**src/rtl/ram_stream_reader.sv**
```systemverilog
// Read sequencer for the TPU distributed RAM: turns (base, length) commands into a registered valid/ready word stream.
// Optional macro READER_WRAP_EN: when defined, addresses wrap modulo DATA_DEPTH; when undefined, out-of-range commands pulse o_err.
module ram_stream_reader #(
  parameter int DATA_WIDTH    = 8,
  parameter int DATA_DEPTH    = 32,
  parameter int ADDRESS_WIDTH = 5
) (
  input  logic                     clk,
  input  logic                     rst,
  input  logic                     i_start,
  input  logic [ADDRESS_WIDTH-1:0] i_base_addr,
  input  logic [ADDRESS_WIDTH:0]   i_length,
  input  logic                     i_abort,
  output logic                     o_busy,
  output logic                     o_done,
  output logic                     o_err,
  output logic [ADDRESS_WIDTH-1:0] o_ram_addr,
  input  logic [DATA_WIDTH-1:0]    i_ram_data,
  output logic [DATA_WIDTH-1:0]    o_m_data,
  output logic                     o_m_valid,
  input  logic                     i_m_ready
);

  typedef enum logic [1:0] {IDLE, RUN, DRAIN} state_t;

  state_t                   r_state;
  logic [ADDRESS_WIDTH-1:0] r_addr;
  logic [ADDRESS_WIDTH:0]   r_remaining;
  logic [DATA_WIDTH-1:0]    r_m_data;
  logic                     r_m_valid;
  logic                     r_busy;
  logic                     r_done;
  logic                     r_err;

  logic                     w_slot_free;
  logic                     w_accept;
  logic [ADDRESS_WIDTH-1:0] w_addr_next;

  assign w_slot_free = !r_m_valid || i_m_ready;

`ifdef READER_WRAP_EN
  localparam logic [ADDRESS_WIDTH-1:0] LAST_ADDR = ADDRESS_WIDTH'(DATA_DEPTH - 1);

  // Wrap explicitly so non-power-of-two depths also return to address 0.
  assign w_addr_next = (r_addr >= LAST_ADDR) ? '0 : r_addr + 1'b1;
  assign w_accept    = 1'b1;
`else
  localparam logic [ADDRESS_WIDTH+1:0] DEPTH_EXT = (ADDRESS_WIDTH+2)'(DATA_DEPTH);

  logic [ADDRESS_WIDTH+1:0] w_end;

  assign w_end       = {2'b00, i_base_addr} + {1'b0, i_length};
  assign w_accept    = (w_end <= DEPTH_EXT) && ({1'b0, i_length} <= DEPTH_EXT);
  assign w_addr_next = r_addr + 1'b1;
`endif

  assign o_ram_addr = r_addr;
  assign o_m_data   = r_m_data;
  assign o_m_valid  = r_m_valid;
  assign o_busy     = r_busy;
  assign o_done     = r_done;
  assign o_err      = r_err;

  always_ff @(posedge clk or posedge rst) begin
    if (rst) begin
      r_state     <= IDLE;
      r_addr      <= '0;
      r_remaining <= '0;
      r_m_data    <= '0;
      r_m_valid   <= 1'b0;
      r_busy      <= 1'b0;
      r_done      <= 1'b0;
      r_err       <= 1'b0;
    end else begin
      r_done <= 1'b0;
      r_err  <= 1'b0;
      // Abort beats every other transition while a command is active.
      if (i_abort && (r_state != IDLE)) begin
        r_state     <= IDLE;
        r_m_valid   <= 1'b0;
        r_remaining <= '0;
        r_busy      <= 1'b0;
      end else begin
        case (r_state)
          IDLE: begin
            if (i_start && !i_abort) begin
              if (i_length == '0) begin
                r_done <= 1'b1;
              end else if (w_accept) begin
                r_addr      <= i_base_addr;
                r_remaining <= i_length;
                r_busy      <= 1'b1;
                r_state     <= RUN;
              end else begin
                r_err <= 1'b1;
              end
            end
          end
          RUN: begin
            if (w_slot_free) begin
              r_m_data    <= i_ram_data;
              r_m_valid   <= 1'b1;
              r_addr      <= w_addr_next;
              r_remaining <= r_remaining - 1'b1;
              if (r_remaining == (ADDRESS_WIDTH+1)'(1)) begin
                r_state <= DRAIN;
              end
            end
          end
          DRAIN: begin
            if (r_m_valid && i_m_ready) begin
              r_m_valid <= 1'b0;
              r_busy    <= 1'b0;
              r_done    <= 1'b1;
              r_state   <= IDLE;
            end
          end
          default: begin
            r_state <= IDLE;
          end
        endcase
      end
    end
  end

endmodule

```
**config.mk**
```make
export PLATFORM = sky130hd
export DESIGN_NAME = ram_stream_reader
export DESIGN_NICKNAME = d
export VERILOG_FILES = /design/src/rtl/ram_stream_reader.sv
export SDC_FILE = /design/constraint.sdc
export NUM_CORES = 1
export LEC_CHECK = 0
export ABC_CLOCK_PERIOD_IN_PS = 2800
export BUFFER_PORTS_ARGS = -buffer_cell sky130_fd_sc_hd__buf_4
export CAP_MARGIN = 25
export CORE_MARGIN = 5
export CORE_UTILIZATION = 30
export CTS_BUF_LIST = sky130_fd_sc_hd__clkbuf_16
export DETAILED_ROUTE_END_ITERATION = 10
export GPL_ROUTABILITY_DRIVEN = 0
export MAX_ROUTING_LAYER = met4
export SLEW_MARGIN = 30
export SYNTH_ARGS = -nofsm -noshare
export SYNTH_HDL_FRONTEND = slang
export SYNTH_SLANG_ARGS = --single-unit
```
**constraint.sdc**
```tcl
create_clock -name clk -period 2.8 [get_ports clk]
set_clock_uncertainty 0.15 [all_clocks]
set_input_delay 0.42 -clock clk [delete_from_list [all_inputs] [get_ports clk]]
set_output_delay 0.42 -clock clk [all_outputs]
set_load 0.005 [all_outputs]
```
==> results of run 1 <==
[layer usage]
layer / global-route usage [%] / up-vias / routed length [um]
li1: - / 744 / -
met1: 16.71 / 735 / 2073
met2: 19.96 / 42 / 2122
met3: 2.764 / 0 / 237
met4: 0.8772 / 0 / 0
met5: - / - / 0
[placed cells by master, fill, tap and decap left out, types with 2 or more instances in the layout]
cell type  Yosys  routed
or3_4          1       2
a22oi_1        2       2
nor3_1         9       8
o21ai_0       12      12
a211oi_1       3       2
a2bb2oi_2      0       2
nand2b_1       3       3
a311o_1        3       3
a21oi_2        2       2
buf_4          0      54
mux2_2         8       8
inv_1          8       8
a311oi_1       3       2
or3_1          3       2
a31oi_1        2       2
xnor2_1        2       2
a21oi_1       12      12
clkbuf_16      0       3
ha_1           8       7
nor2b_1        4       4
and3_1         2       2
dfrtp_1       25      25
nor2_1        23      23
nand2_1       10      10
[cell families after synthesis]
kind of cell,count (synthesis)
DFF,25
adders and majority gates,9
and+or+nand+nor,62
xor gates and xnor gates,3
AOI/OAI and AO/OA,52
buffers and inverters,15
muxes,9
[path summary, 6_finish.rpt]
path	end	startpoint	cells past startpoint
min in group clk	o_m_data[4]$_DFFE_PP0P_	i_ram_data[4]	2
min	r_remaining[5]$_DFFE_PP0P_	rst	3
min reg2reg	o_m_data[6]$_DFFE_PP0P_	o_m_data[6]$_DFFE_PP0P_	1
max	o_ram_addr[0]$_DFFE_PP0P_	i_length[0]	11
max reg2reg	o_ram_addr[0]$_DFFE_PP0P_	o_m_valid$_DFFE_PP0P_	9
max in group asynchronous	o_m_data[5]$_DFFE_PP0P_	rst	3
[timing repair]
action	4_1_cts	5_1_grt
gates cloned	0	1
endpoints found under the setup margin	2	11
pin swaps	0	10
hold buffers	0	0
gates resized for setup	0	15
setup buffers	0	7
[registers in the layout, summed over array words and instances (netlist names)]
register	cells
r_remaining	6
o_done	1
o_m_data	8
r_state	2
o_m_valid	1
o_busy	1
o_ram_addr	5
o_err	1
[layout make-up]
class	instances	area, um^2
Tap cell	70	87.58
Clock inverter	1	5.005
Inverter	8	30.03
Fill cell	522	2933
Sequential cell	25	625.6
Timing Repair Buffer	56	431.7
Clock buffer	3	75.07
Multi-Input combinational cell	136	1017
[power by group through the flow]
| stage | logic [mW] | registers (mW) | clock network [mW] |
|---|---|---|---|
| 2_1_floorplan | 0.282 | 0.591 | 0 |
| 3_3_place_gp | 0.537 | 0.600 | 0 |
| 3_5_place_dp | 0.539 | 0.605 | 0 |
| 4_1_cts | 0.542 | 0.597 | 0.335 |
| 5_1_grt | 0.643 | 0.621 | 0.350 |
| 6_report | 0.574 | 0.595 | 0.319 |
[worst min-delay path, cell delays in order]
cell and delay, ps:
buf_4 110, inv_1 40, buf_4 310
==> flow_metrics.env, run 1 <==
export IMPL_drive_above_1_share_pct=38.43
export IMPL_synth_main_ff_cell="dfrtp_1"
export IMPL_dpl_cell_count=287
export IMPL_synth_seq_cells=25
export IMPL_grt_pass1_vias=1432
export IMPL_endpoint_kind="flop"
export IMPL_seqPwrFrac_pct=40.0
export IMPL_hold_viol_final=0
export IMPL_ys_types=44
export IMPL_total_power_mw=1.488
export IMPL_remaining_drc_errors=0
export IMPL_cts_root_buf="clkbuf_16"
export IMPL_rsz0062_at_grt="yes"
export IMPL_cts_buffers=3
export IMPL_startpoint_type="primary input"
export IMPL_clockPowerShare_pct=21.4
export IMPL_crit_buf_inv=3
export IMPL_combPwrFrac_pct=38.6
export IMPL_die_h_um=83.69
export IMPL_place_area_um2=2051
export IMPL_internal_power_mw=1.006
export IMPL_yosys_warnings=0
export IMPL_ys_seq_area_share_pct=38.40
export IMPL_synth_top_family_by_area="compound AO/OA/AOI/OAI gates"
export IMPL_synth_nets=208
export IMPL_cts_sinks=25
export IMPL_drt_initial_drc_count=60
export IMPL_cts_reportedPaths_clkPinSlew_ps=70
export IMPL_crit_family="compound AO/OA/AOI/OAI gates"
export IMPL_syn2layout_area_growth_pct=39.48
export IMPL_dieArea_um2=7004
export IMPL_stdcell_count=299
export IMPL_antenna_left=0
export IMPL_core_area_um2=5205
export IMPL_synthAdderAreaFrac_pct=7.373
export IMPL_switchingPower_mw=0.4819
export IMPL_syn_inst=175
export IMPL_grt_max_degree=26
export IMPL_criticalPathCategory="primary input to flop"
export IMPL_critPathMaxFanout=7
export IMPL_yosys_cell_count_top_type="dfrtp_1"
export IMPL_arrival_ps=2810
export IMPL_dp_hpwl_um=3211
export IMPL_hold_path_class="primary input to async pin"
export IMPL_layout_setup_ws_ps=-7.360
export IMPL_setup_tns_ps=-11.86
export IMPL_antenna_found_initial=0
export IMPL_fmax_ghz=0.3562
export IMPL_die_w_um=83.69
export IMPL_async_reset_ff_share_pct=100.0
export IMPL_vias=1521
export IMPL_dp_slack_ps=-294.5
export IMPL_synth_edf_count=0
export IMPL_clkLatencyLatePin_ps=260
export IMPL_worstMarginPinSlew_ps=579.8
export IMPL_status="finished with violations"
export IMPL_muxShareOfSynthArea_pct=6.144
export IMPL_synthXorXnorAreaFrac_pct=1.613
export IMPL_holdWs_ps=66.06
export IMPL_grt_first_pass_wirelength_um=7079
export IMPL_grt_usage_pct=12.38
export IMPL_firstDrtPassIters=5
export IMPL_regToRegSetupSlack_ps=620
export IMPL_swShare_pct=32.38
export IMPL_synth_area_per_cell_um2=9.309
export IMPL_io_pins=41
export IMPL_clockBufferDepth=2
export IMPL_io_buffers=40
export IMPL_cts_tree="done"
export IMPL_crit_slowest_cell="fa_1"
export IMPL_timing_slew_headroom_pct=60.82
export IMPL_grt_ovfl_total=0
export IMPL_max_stage_delay_ps=460
export IMPL_critical_path_required_ps=2800
export IMPL_utilization_pct=43.65
export IMPL_p_leak_nw=1.028
export IMPL_setup_viol=2
export IMPL_synth_top_area_share_pct=38.40
export IMPL_netlist_top_cell_by_area="dfrtp_1"
export IMPL_slew_violations=0
export IMPL_wl_per_cell_um=14.83
export IMPL_nNetsFinal=263
export IMPL_design_area_um2=2272
export IMPL_n_antenna_cell=0
export IMPL_synthSimpleGateAreaFrac_pct=19.20
export IMPL_post_drt_via_cell_ratio=5.087
export IMPL_initial_core_util_pct=31.30
export IMPL_synthTopCellsByArea="dfrtp_1, ha_1, mux2_2"
export IMPL_synthesis_area_um2=1629
export IMPL_htreeDepth=1
export IMPL_row_count=26
export IMPL_violations="setup timing"
export IMPL_path_cells="buf_6, ha_4, fa_1, or3_4, a2bb2oi_2, a2bb2oi_2, o32ai_2, buf_4, buf_4, o21ai_2, a211o_1"
export IMPL_wirelength_um=4433
export IMPL_synth_compound_area_share_pct=23.35
export IMPL_ys_top_cells_by_count="dfrtp_1, nor2_1, a21oi_1, o21ai_0, nand2_1"
export IMPL_vdd_drop_max_mv=0.4178
export IMPL_fin_crit_sh_pct=100.3
export IMPL_maxCapViolCount=0
export IMPL_powerDensity_nw_per_um2=655.0
export IMPL_fin_crit_ps=2807
Note: power is estimated with default switching activity, not from simulation.
==> inputs of run 2 (changes only) <==
--- a/config.mk
+++ b/config.mk
@@ -8,5 +8,4 @@
 export ABC_CLOCK_PERIOD_IN_PS = 2800
 export BUFFER_PORTS_ARGS = -buffer_cell sky130_fd_sc_hd__buf_4
-export CAP_MARGIN = 25
 export CORE_MARGIN = 5
 export CORE_UTILIZATION = 30
==> constraint.sdc (replaced) <==
create_clock -name clk -period 2.8 [get_ports clk]
set_clock_uncertainty 0.15 [all_clocks]
set_input_delay 0.14 -clock clk [delete_from_list [all_inputs] [get_ports clk]]
set_output_delay 0.14 -clock clk [all_outputs]
set_load 0.005 [all_outputs]
==> flow_metrics.env, run 2 (synthesized netlist as in run 1, its figures left out) <==
export IMPL_status="complete, no violations"
export IMPL_fillers=543
export IMPL_arrival_ps=2570
export IMPL_internal_power_mw=0.9916
export IMPL_dp_hpwl_um=3097
export IMPL_dp_slack_ps=-47.63
export IMPL_crit_slowest_cell="fa_1"
export IMPL_n_antenna_cell=0
export IMPL_syn2layout_area_growth_pct=35.71
export IMPL_p_leak_nw=1.012
export IMPL_initial_core_util_pct=31.30
export IMPL_nNetsFinal=262
export IMPL_seq_area_um2=625.6
export IMPL_firstDrtPassIters=4
export IMPL_dieArea_um2=7004
export IMPL_grt_usage_pct=12.32
export IMPL_cts_sinks=25
export IMPL_antenna_found_initial=0
export IMPL_vdd_drop_max_mv=0.4093
export IMPL_max_stage_delay_ps=450
export IMPL_place_area_um2=2028
export IMPL_combPwrFrac_pct=36.8
export IMPL_startpoint_type="primary input"
export IMPL_rsz0062_at_grt="no"
export IMPL_fin_crit_ps=2595
export IMPL_cts_tree="done"
export IMPL_cts_root_buf="clkbuf_16"
export IMPL_grt_ovfl_total=0
export IMPL_multi_input_area_um2=939.7
export IMPL_hold_viol_final=0
export IMPL_die_h_um=83.69
export IMPL_cts_hold_buf=10
export IMPL_criticalPathCategory="primary input to flop"
export IMPL_stdcell_count=298
export IMPL_layout_setup_ws_ps=204.9
export IMPL_core_area_um2=5205
export IMPL_critical_path_required_ps=2780
export IMPL_crit_buf_inv=1
export IMPL_io_buffers=40
export IMPL_utilization_pct=42.48
export IMPL_switchingPower_mw=0.4700
export IMPL_cts_resized=0
export IMPL_grt_max_degree=26
export IMPL_final_common_cell="buf_4"
export IMPL_fmax_ghz=0.3853
export IMPL_slew_violations=0
export IMPL_wirelength_um=4143
export IMPL_crit_family="compound AO/OA/AOI/OAI gates"
export IMPL_postCtsSetupRepairBufs=0
export IMPL_cts_reportedPaths_clkPinSlew_ps=70
export IMPL_timing_slew_headroom_pct=61.34
export IMPL_grt_pass1_vias=1396
export IMPL_grt_first_pass_wirelength_um=6893
export IMPL_final_cell_mix="buf_4, dfrtp_1, nor2_1"
export IMPL_critPathMaxFanout=8
export IMPL_post_drt_via_cell_ratio=4.977
export IMPL_maxCapViolCount=0
export IMPL_holdWs_ps=36.51
export IMPL_vias=1483
export IMPL_remaining_drc_errors=0
export IMPL_powerDensity_nw_per_um2=661.1
export IMPL_cts_buffers=3
export IMPL_crit_path_frequent_cell="a2bb2oi_1"
export IMPL_seqPwrFrac_pct=40.7
export IMPL_setup_viol=0
export IMPL_endpoint_kind="flop"
export IMPL_design_area_um2=2211
export IMPL_dpl_cell_count=284
export IMPL_clkLatencyLatePin_ps=260
export IMPL_swShare_pct=32.16
export IMPL_clockPowerShare_pct=22.5
export IMPL_antenna_left=0
export IMPL_fin_crit_sh_pct=92.68
export IMPL_drive_above_1_share_pct=30.26
export IMPL_die_w_um=83.69
export IMPL_htreeDepth=1
export IMPL_wl_per_cell_um=13.90
export IMPL_hold_path_class="primary input to flop"
export IMPL_row_count=26
export IMPL_clockBufferDepth=2
export IMPL_path_cells="buf_4, ha_1, fa_1, or3_1, a2bb2oi_1, a2bb2oi_1, o32ai_2, o21bai_1, a311oi_1, a21oi_1"
export IMPL_io_pins=41
export IMPL_drt_initial_drc_count=78
export IMPL_worstMarginPinSlew_ps=579.0
export IMPL_largest_register_ffs=8
## run 2: final timing paths
path / slack (ps) / depth (start not counted) / endpoint / from
max reg2reg: 650 / 8 / o_ram_addr[0]$_DFFE_PP0P_ / o_m_valid$_DFFE_PP0P_
max: 200 / 10 / r_remaining[1]$_DFFE_PP0P_ / i_base_addr[0]
min reg2reg: 360 / 1 / o_m_data[6]$_DFFE_PP0P_ / o_m_data[6]$_DFFE_PP0P_
max in group asynchronous: 1770 / 3 / o_m_data[7]$_DFFE_PP0P_ / rst
min: 40 / 3 / o_done$_DFF_PP0_ / i_m_ready
min in group asynchronous: 340 / 3 / r_remaining[5]$_DFFE_PP0P_ / rst
## run 2: power by group through the flow
stage	logic (mW)	clock network (mW)	registers, mW
after floorplan	0.282	0	0.591
after global placement	0.528	0	0.598
after detailed placement	0.532	0	0.601
after CTS	0.547	0.346	0.596
after global routing	0.602	0.359	0.619
final	0.537	0.329	0.595
## run 2: tightest hold or removal path, stage by stage
cell and delay, ps:
buf_4 130, nand3_1 70, a211oi_1 60
## run 2: metal layers
metal	wire length [um]	vias up	GRT usage, %
met5	0	-	-
met4	16	0	1.901
met3	148	2	2.863
met2	1906	33	18.00
met1	2072	700	17.65
li1	-	748	-
## run 2: area by class of cell
class | instances | area share [%]
clock buffers | 3 | 3.396
clock inverters | 1 | 0.3396
inverters | 8 | 1.358
multi-input cells | 135 | 42.50
flip-flops and latches | 25 | 28.30
well taps | 70 | 3.962
repair buffers | 56 | 20.15
## run 2: through the flow
step,setup TNS [ps],power [mW]
after global placement,0,1.127
after detailed placement,-123.3,1.132
final,0,1.462
after CTS,0,1.489
after floorplan,0,0.8730
after global routing,0,1.580
==> inputs of run 3 (changes only) <==
Settings changed: CORE_UTILIZATION 30 to 40, RECOVER_POWER set to 50, SLEW_MARGIN 30 to 20.
==> flow_metrics.env, run 3 (synthesized netlist as in run 1, its figures left out) <==
export IMPL_multi_input_area_um2=939.7
export IMPL_drive_above_1_share_pct=29.26
export IMPL_combPwrFrac_pct=36.8
export IMPL_worstMarginPinSlew_ps=1112
export IMPL_seq_area_um2=625.6
export IMPL_core_area_um2=3971
export IMPL_grt_ovfl_total=0
export IMPL_drt_initial_drc_count=88
export IMPL_path_cells="buf_4, ha_1, fa_1, or3_1, a2bb2oi_1, a2bb2oi_1, o32ai_2, o21bai_1, a311oi_1, a21oi_1"
export IMPL_timing_slew_headroom_pct=25.84
export IMPL_cts_reportedPaths_clkPinSlew_ps=70
export IMPL_final_common_cell="buf_4"
export IMPL_n_antenna_cell=0
export IMPL_p_leak_nw=1.003
export IMPL_stdcell_count=279
export IMPL_endpoint_kind="flop"
export IMPL_dp_hpwl_um=3262
export IMPL_initial_core_util_pct=41.02
export IMPL_utilization_pct=55.04
export IMPL_arrival_ps=2540
export IMPL_cts_root_buf="clkbuf_16"
export IMPL_maxCapViolCount=0
export IMPL_post_drt_via_cell_ratio=5.323
export IMPL_startpoint_type="primary input"
export IMPL_vdd_drop_max_mv=0.3852
export IMPL_powerDensity_nw_per_um2=672.1
export IMPL_met2WireLength_um=2205
export IMPL_seqPwrFrac_pct=40.7
export IMPL_antenna_found_initial=0
export IMPL_setup_viol=0
export IMPL_row_count=23
export IMPL_die_w_um=73.82
export IMPL_crit_slowest_cell="fa_1"
export IMPL_dpl_cell_count=264
export IMPL_internal_power_mw=0.9849
export IMPL_clockPowerShare_pct=22.5
export IMPL_fin_crit_sh_pct=91.14
export IMPL_rsz0062_at_grt="no"
export IMPL_switchingPower_mw=0.4842
export IMPL_fin_crit_ps=2552
export IMPL_wl_per_cell_um=15.15
export IMPL_remaining_drc_errors=0
export IMPL_critical_path_required_ps=2790
export IMPL_postCtsSetupRepairBufs=0
export IMPL_critPathMaxFanout=7
export IMPL_io_buffers=40
export IMPL_slew_violations=0
export IMPL_cts_tree="done"
export IMPL_crit_path_frequent_cell="a2bb2oi_1"
export IMPL_nNetsFinal=263
export IMPL_grt_first_pass_wirelength_um=7003
export IMPL_antenna_left=0
export IMPL_crit_buf_inv=1
export IMPL_wl_met3_um=142
export IMPL_clockBufferDepth=2
export IMPL_cts_sinks=25
export IMPL_criticalPathCategory="primary input to flop"
export IMPL_grt_usage_pct=17.07
export IMPL_crit_family="compound AO/OA/AOI/OAI gates"
export IMPL_largest_register_ffs=8
export IMPL_dp_slack_ps=-33.76
export IMPL_syn2layout_area_growth_pct=34.18
export IMPL_maxUsedRoutingLayer="met4"
export IMPL_dieArea_um2=5449
export IMPL_setup_tns_ps=0
export IMPL_layout_setup_ws_ps=248.2
export IMPL_cts_buffers=3
export IMPL_firstDrtPassIters=4
export IMPL_io_pins=41
export IMPL_fmax_ghz=0.3919
export IMPL_hold_path_class="primary input to flop"
export IMPL_vias=1485
export IMPL_swShare_pct=32.96
export IMPL_clkLatencyLatePin_ps=260
export IMPL_final_cell_mix="buf_4, dfrtp_1, nor2_1"
export IMPL_status="complete, no violations"
export IMPL_hold_viol_final=0
export IMPL_max_stage_delay_ps=450
export IMPL_die_h_um=73.82
export IMPL_total_power_mw=1.469
export IMPL_htreeDepth=1
export IMPL_wl_met1_um=1829
export IMPL_wirelength_um=4228
export IMPL_grt_pass1_vias=1500
export IMPL_grt_max_degree=26
export IMPL_fillers=372
-- run 3: cell count changes in the layout (fill, tap and decap cells not counted), sizes merged --
cell    before  now
clkbuf       3   13
buf         46   37
clkinv       0    1
inv          8    7
-- run 3: per-layer routing --
layer | track usage (%) | up-vias
li1 | - | 749
met1 | 20.71 | 705
met2 | 29.33 | 25
met3 | 2.599 | 6
met4 | 4.628 | 0
met5 | - | -
-- run 3: final cells by class --
class	count	share of cell area (%)
Multi-Input combinational cell	135	42.99
Sequential cell	25	28.62
Timing Repair Buffer	57	20.38
Clock buffer	3	3.434
Tap cell	50	2.862
Inverter	8	1.374
Clock inverter	1	0.3434
-- run 3: metrics by stage --
stage	hold WS, ps	instance area (um^2)
detailed placement	226.4	2003
CTS	30.76	2186
global placement	224.2	2003
floorplan	17.32	1629
finish	30.04	2186
global route	43.54	2186
-- run 3: what timing repair did --
item	4_1_cts	5_1_grt
hold buffers	10	0
gates resized for setup	0	0
endpoints found under the hold margin	20	0
-- run 3: final timing paths --
path	startpoint	to	slack (ps)	cells after the start
worst min register to register	o_m_data[5]$_DFFE_PP0P_	o_m_data[5]$_DFFE_PP0P_	360	1
min in group asynchronous	rst	r_state[0]$_DFFE_PP0P_	160	3
worst max-delay path	i_base_addr[0]	r_remaining[1]$_DFFE_PP0P_	250	10
worst min-delay path	i_m_ready	r_state[1]$_DFFE_PP0P_	30	3
max in group asynchronous	rst	o_ram_addr[3]$_DFFE_PP0P_	1090	4
worst max register to register	r_state[0]$_DFFE_PP0P_	r_remaining[3]$_DFFE_PP0P_	720	5
-- run 3: power groups by stage --
stage               clock [mW]  combinational (mW)  sequential, mW
global placement             0               0.526           0.596
global route             0.352               0.608           0.620
finish                   0.330               0.541           0.598
CTS                      0.336               0.556           0.599
floorplan                    0               0.282           0.591
detailed placement           0               0.540           0.605
-- run 3: worst register-to-register path, stage by stage, from the launching register on --
cell	delay, ps
dfrtp_1	600
nor2b_1	630
nand2_1	270
nor2_1	160
o21ai_0	80
o21ai_0	110
